[src/rtl/aes_block_buffer.sv]
// rtl/aes_block_buffer.sv - host word packer: key capture plus 128-bit block FIFO for the AES core
// Optional feature macro: BLK_COUNT_EN (adds blk_count output)
module aes_block_buffer #(
    parameter int DEPTH = 4
) (
    input  logic         clk,
    input  logic         n_rst,
    input  logic         enable,
    input  logic         wr_en,
    input  logic [31:0]  wr_data,
    input  logic         wr_last,
    output logic         wr_full,
    output logic         overflow,
    output logic         read,
    output logic [127:0] key_out,
    output logic         blk_valid,
    output logic [127:0] blk_data,
    input  logic         blk_ready,
`ifdef BLK_COUNT_EN
    output logic [15:0]  blk_count,
`endif
    output logic         data_done
);

    localparam int AW = $clog2(DEPTH);

    typedef enum logic [2:0] {
        S_IDLE,
        S_KEY,
        S_DATA,
        S_DRAIN,
        S_DONE
    } state_t;

    state_t state, state_nxt;

    logic [127:0] mem [DEPTH];
    logic [AW:0]  wptr, rptr;
    logic [95:0]  asm_buf;
    logic [127:0] blk_next;
    logic [1:0]   wcnt;
    logic         fifo_full, fifo_empty;
    logic         accept, push, pop, drop, key_done;

    assign fifo_empty = (wptr == rptr);
    assign fifo_full  = (wptr[AW] != rptr[AW]) && (wptr[AW-1:0] == rptr[AW-1:0]);

    always_comb begin
        wr_full = 1'b1;
        case (state)
            S_KEY:   wr_full = 1'b0;
            S_DATA:  wr_full = fifo_full;
            default: wr_full = 1'b1;
        endcase
    end

    assign accept   = enable && wr_en && !wr_full;
    assign drop     = wr_en && wr_full && (state != S_IDLE);
    assign key_done = accept && (state == S_KEY) && (wcnt == 2'd3);
    assign push     = accept && (state == S_DATA) && ((wcnt == 2'd3) || wr_last);
    assign pop      = blk_valid && blk_ready;

    assign blk_valid = !fifo_empty;
    assign blk_data  = fifo_empty ? 128'd0 : mem[rptr[AW-1:0]];
    assign data_done = (state == S_DONE);

    // Current word lands in its slot; slots not yet written read as zero (partial-block padding).
    always_comb begin
        blk_next = 128'd0;
        case (wcnt)
            2'd0: blk_next = {wr_data, 96'd0};
            2'd1: blk_next = {asm_buf[95:64], wr_data, 64'd0};
            2'd2: blk_next = {asm_buf[95:32], wr_data, 32'd0};
            2'd3: blk_next = {asm_buf, wr_data};
            default: blk_next = 128'd0;
        endcase
    end

    always_comb begin
        state_nxt = state;
        if (!enable) begin
            state_nxt = S_IDLE;
        end else begin
            case (state)
                S_IDLE:  state_nxt = S_KEY;
                S_KEY:   if (key_done) state_nxt = S_DATA;
                S_DATA:  if (accept && wr_last) state_nxt = S_DRAIN;
                S_DRAIN: if (fifo_empty) state_nxt = S_DONE;
                S_DONE:  state_nxt = S_DONE;
                default: state_nxt = S_IDLE;
            endcase
        end
    end

    always_ff @(posedge clk) begin
        if (!n_rst) state <= S_IDLE;
        else        state <= state_nxt;
    end

    always_ff @(posedge clk) begin
        if (!n_rst || !enable) begin
            wptr     <= '0;
            rptr     <= '0;
            wcnt     <= 2'd0;
            asm_buf  <= 96'd0;
            overflow <= 1'b0;
            read     <= 1'b0;
            key_out  <= 128'd0;
        end else begin
            read <= key_done;
            if (accept) begin
                case (wcnt)
                    2'd0: asm_buf[95:64] <= wr_data;
                    2'd1: asm_buf[63:32] <= wr_data;
                    2'd2: asm_buf[31:0]  <= wr_data;
                    default: ;
                endcase
                wcnt <= push ? 2'd0 : wcnt + 2'd1;
            end
            if (key_done) key_out <= blk_next;
            if (push)     wptr    <= wptr + 1'b1;
            if (pop)      rptr    <= rptr + 1'b1;
            if (drop)     overflow <= 1'b1;
        end
    end

    // Storage is not reset; blk_data is gated to zero while the FIFO is empty.
    always_ff @(posedge clk) begin
        if (push) mem[wptr[AW-1:0]] <= blk_next;
    end

`ifdef BLK_COUNT_EN
    always_ff @(posedge clk) begin
        if (!n_rst || state == S_IDLE) blk_count <= 16'd0;
        else if (pop && blk_count != 16'hFFFF) blk_count <= blk_count + 16'd1;
    end
`endif

endmodule
[config.mk]
export PLATFORM = sky130hd
export DESIGN_NAME = aes_block_buffer
export DESIGN_NICKNAME = d
export VERILOG_FILES = /design/src/rtl/aes_block_buffer.sv
export SDC_FILE = /design/constraint.sdc
export NUM_CORES = 1
export LEC_CHECK = 0
export CAP_MARGIN = 20
export CORE_MARGIN = 8
export CORE_UTILIZATION = 55
export DETAILED_ROUTE_END_ITERATION = 8
export PLACE_DENSITY = 0.84
export SLEW_MARGIN = 25
export SYNTH_ARGS = -nofsm -noshare
export SYNTH_HDL_FRONTEND = slang
export SYNTH_SLANG_ARGS = --single-unit
[constraint.sdc]
create_clock -name clk -period 6.8 [get_ports clk]
set_input_delay 1.36 -clock clk [delete_from_list [all_inputs] [get_ports clk]]
set_output_delay 1.36 -clock clk [all_outputs]
set_load 0.005 [all_outputs]
# Word-level counts from Yosys, hierarchy flattened
# Memory sizes are Yosys's and may differ from the RTL's. A register that Yosys moved wholly into a read port is not among the register bits.
# Cells that the tools add are included.
# op_classes
div	0
add_sub_neg	3
n_shift	0
n_mul	0
reduce_logical	25
n_bitwise	0
muxes	12
eq_ne	13
n_lt_le_gt_ge	0
# op_table
cell	n
one-hot mux 128 bit (4 select lines)	1
two-way mux 128 bit	1
one-hot mux 3 bit (5 select lines)	1
logical AND 1 bit	11
two-way mux 3 bit	3
AND reduction 2 bit	4
adder 3 x 1 -> 3 bit (second input constant)	2
== test 3 x 2 -> 1 bit (second input constant)	2
two-way mux 2 bit	3
== test 2 bit (second input constant)	2
zero test 1 bit	4
!= test 2 bit (second input constant)	2
== test 3 x 1 -> 1 bit (second input constant)	1
== test 3 bit	1
== test 3 bit (second input constant)	1
zero test 3 bit	1
AND reduction 3 bit	1
nonzero test 3 bit	1
adder 2 x 1 -> 2 bit (second input constant)	1
== test 2 x 1 -> 1 bit (second input constant)	1
== test 2 bit	1
zero test 2 bit	1
logical OR 1 bit	2
two-way mux 1 bit	2
3 further kinds	3
# word_totals
latchBits	0
romBits	0
inputBits	38
mem_bits_rw	512
reg_bits	237
word_cells	64
output_inout_bits	261
n_memories	1
# mem_list
memory	words	width	read_ports	rd_clocked_by_memory_dff	wr	line_no	text
mem	4	128	1	1	1	37	logic [127:0] mem [DEPTH];

# Depth between registers and ports, before layout
# depth
depth_word	9
ltp_mapped	8
ltp_nobuf	6

# Worst setup path before layout
# No wires, ideal clock.
# synth_path
path_kind	input port to flip-flop
start	input enable
end	memory mem[1][0], enable pin
arrival_ns	5.042
slack_ns	1.255
stages	5
setup_time_ns	0.502
t_required_ns	6.298
path_buffers	1
path_cell_list	nand2_1 nor3b_4 and3_1 buf_2 and2_1
# synth_between
elab_chain_len	6
# synth_rtl
item	line_no	text
from (decl)	8	input logic enable,
logical AND 1 bit (2 in series)	57	assign accept = enable && wr_en && !wr_full;
logical AND 1 bit (2 in series)	60	assign push = accept && (state == S_DATA) && ((wcnt == 2'd3) || wr_last);
two-way mux 1 bit	129	if (push) mem[wptr[AW-1:0]] <= blk_next;
two-way mux 1 bit (not written as such)	129	
to (decl)	37	
# Every way passes these cells.

==> metrics.cfg <==
[timing]
whs_ns = 0.452
finalSetupTns_ns = 0
rsz0062_at_grt = false
hold_viol = 0
period_minus_slack_ns = 4.81
period_share = 0.707
slew_headroom = 0.305
tightest_slew_ns = 1.04
drv_slew = 0
fmax_ghz = 0.208
finalSetupViolations = 0
skew_ns = 0.0238

[synthesis]
yosys.area_share.simple = 0.102
syn_area_sq_um = 29900
synthAdderAreaFrac = 0.00419
yosysMostFrequentCell = edfxtp_1
synth_flop_cell = edfxtp_1
synth_top_cell_area_share = 0.515
ys_warn_count = 0
synthCells = 2080
yosys.area.top_type = edfxtp_1
synth_edf_count = 512
synth-seq-cells = 751
synth_top_family_by_area = multiplexers
synth_compound_area_frac = 0.0600
netlist_top_cells_count = edfxtp_1 (512), nand2_1 (362), dfxtp_1 (239), and2_1 (166), a21oi_1 (129)
synth.distinct_cells = 45
syn_area_per_cell_sq_um = 14.4
synth_xor_area_frac = 0.00255
synth.area.mux_share = 0.130
synth.yosys.seq_area_share = 0.675
synthesis.nets = 2128
ys_async_sr_fraction = 0
yosys-top-cells-area = edfxtp_1 (51%), dfxtp_1 (16%), mux4_2 (9.6%), nand2_1 (4.5%), and2_1 (3.5%)

[routing]
routed_wirelength_mm = 79.9
final_antenna_net_count = 0
viasPerCell = 6.16
drtIter0Drc = 2489
drc = 0
routedWlPerCell_um = 26.0
num_vias = 18954
first_pass_iters = 5

[grt]
grt_pass1_wl_mm = 120
grtUsageTotal = 0.250
antenna_found_initial = 3
grt_max_degree = 129
overflow = 0
grt_pass1_vias = 19061

[finish]
area_growth_pct = 19.4
drive_above_1_share = 0.127
postLayoutCellArea_sq_um = 35700
nets = 2367
antenna_cells = 0
finish.utilization = 0.663

[cts]
htreeDepth = 3
clock_path_buffers = 3
path_clk_slew_ns = 0.06
cts_tree = done
cts_setup_buffers = 0
cts_resized = 0
clock_sinks = 751
cts_hold_buf = 0
numCtsBuffers = 73
root_buffer = clkbuf_16
worstSkewPairLatency_ns = 0.60

[critical_path]
crit_fanout = 78
required_ns = 5.44
path_class = reg -> out
setup.worst_path.start_class = flop
critPathArrivalTime_ns = 3.45
crit_path_end_kind = output port

[pwr]
p_leak_nw = 11.6
p_per_area_nw_per_um2 = 253
vdd_ir_drop_max_mv = 0.161
finalPower_mw = 9.01

[floorplanning]
die_w_um = 249
core_area_sq_um = 53800
die_h_um = 249
rows = 85
initial_core_util = 0.555
ios = 299
die-area_sq_um = 62000

[placement]
place_area_sq_um = 33300
hpwl_mm = 49.7
port_buffers = 298
gp_congestion = 0.812

[job]
cap_viol_max_count = 0

[min_path]
hold_path_class = reg -> reg

[status]
outcome = finished clean

==> worst paths after layout <==
path | startpoint | to | slack, ns | depth (start not counted)
max | flop | blk_data[48] | 1.99 | 4
min | key_out[21] | key_out[21] | 0.45 | 2
max reg2reg | state[1] | mem[2][92] | 3.37 | 5
min reg2reg | key_out[21] | key_out[21] | 0.45 | 2
==> worst max-delay path, stage by stage, from the launching register on <==
cell,delay [ns]
dfxtp_4,0.82
buf_12,0.54
mux4_2,0.67
and2_1,0.19
clkdlybuf4s50_1,0.45
==> cells by family (layout without fill, tap and decap cells) <==
group,count (synthesis),in the layout
AOI/OAI and AO/OA,265,265
xor gates and xnor gates,7,7
adders and majority gates,10,10
buffers and inverters,161,460
DFF,751,751
muxes,229,229
and+or+nand+nor,657,657
==> routing by layer <==
layer / global-route usage / up-vias / wire [um]
met4: 0.0833 / 2 / 2410
li1: - / 8152 / -
met5: 0 / - / 13
met2: 0.417 / 1160 / 39600
met1: 0.326 / 9494 / 29800
met3: 0.0532 / 146 / 8020
==> per-stage QoR <==
step | setup WS, ns | std cells
floorplan | 1.26 | 2080
finish | 1.99 | 3075
global placement | 2.15 | 2939
global route | 1.81 | 3075
detailed placement | 2.05 | 2940
CTS | 1.95 | 3075
==> cell usage in the layout (no fill, tap or decap), types with 35 or more instances in the layout <==
cell type        instances
edfxtp_1               512
nand2_1                361
clkdlybuf4s50_1        298
dfxtp_1                237
and2_1                 162
a21oi_1                129
mux4_2                 128
mux2i_1                101
clkbuf_16               77
nor2_1                  72
nor3_1                  35
==> power by group <==
group	switching [mW]	internal, mW
Clock	1.70	2.35
Sequential	0.00317	4.83
Combinational	0.0947	0.0390
==> final cells by class <==
cell class / instances / area (sq um)
Sequential cell: 751 / 20200
Fill cell: 3511 / 18100
Multi-Input combinational cell: 1168 / 9000
Timing Repair Buffer: 321 / 3230
Clock buffer: 104 / 2100
Tap cell: 696 / 871
Clock inverter: 31 / 288
Inverter: 4 / 15.0
==> state kept, by name, summed over array words and instances (netlist names), named ones only <==
name      count
asm_buf      96
wcnt          2
rptr          3
wptr          3
key_out     128
overflow      1
read          1
mem         512
state         3
No activity file was read; power rests on OpenSTA's default activity.
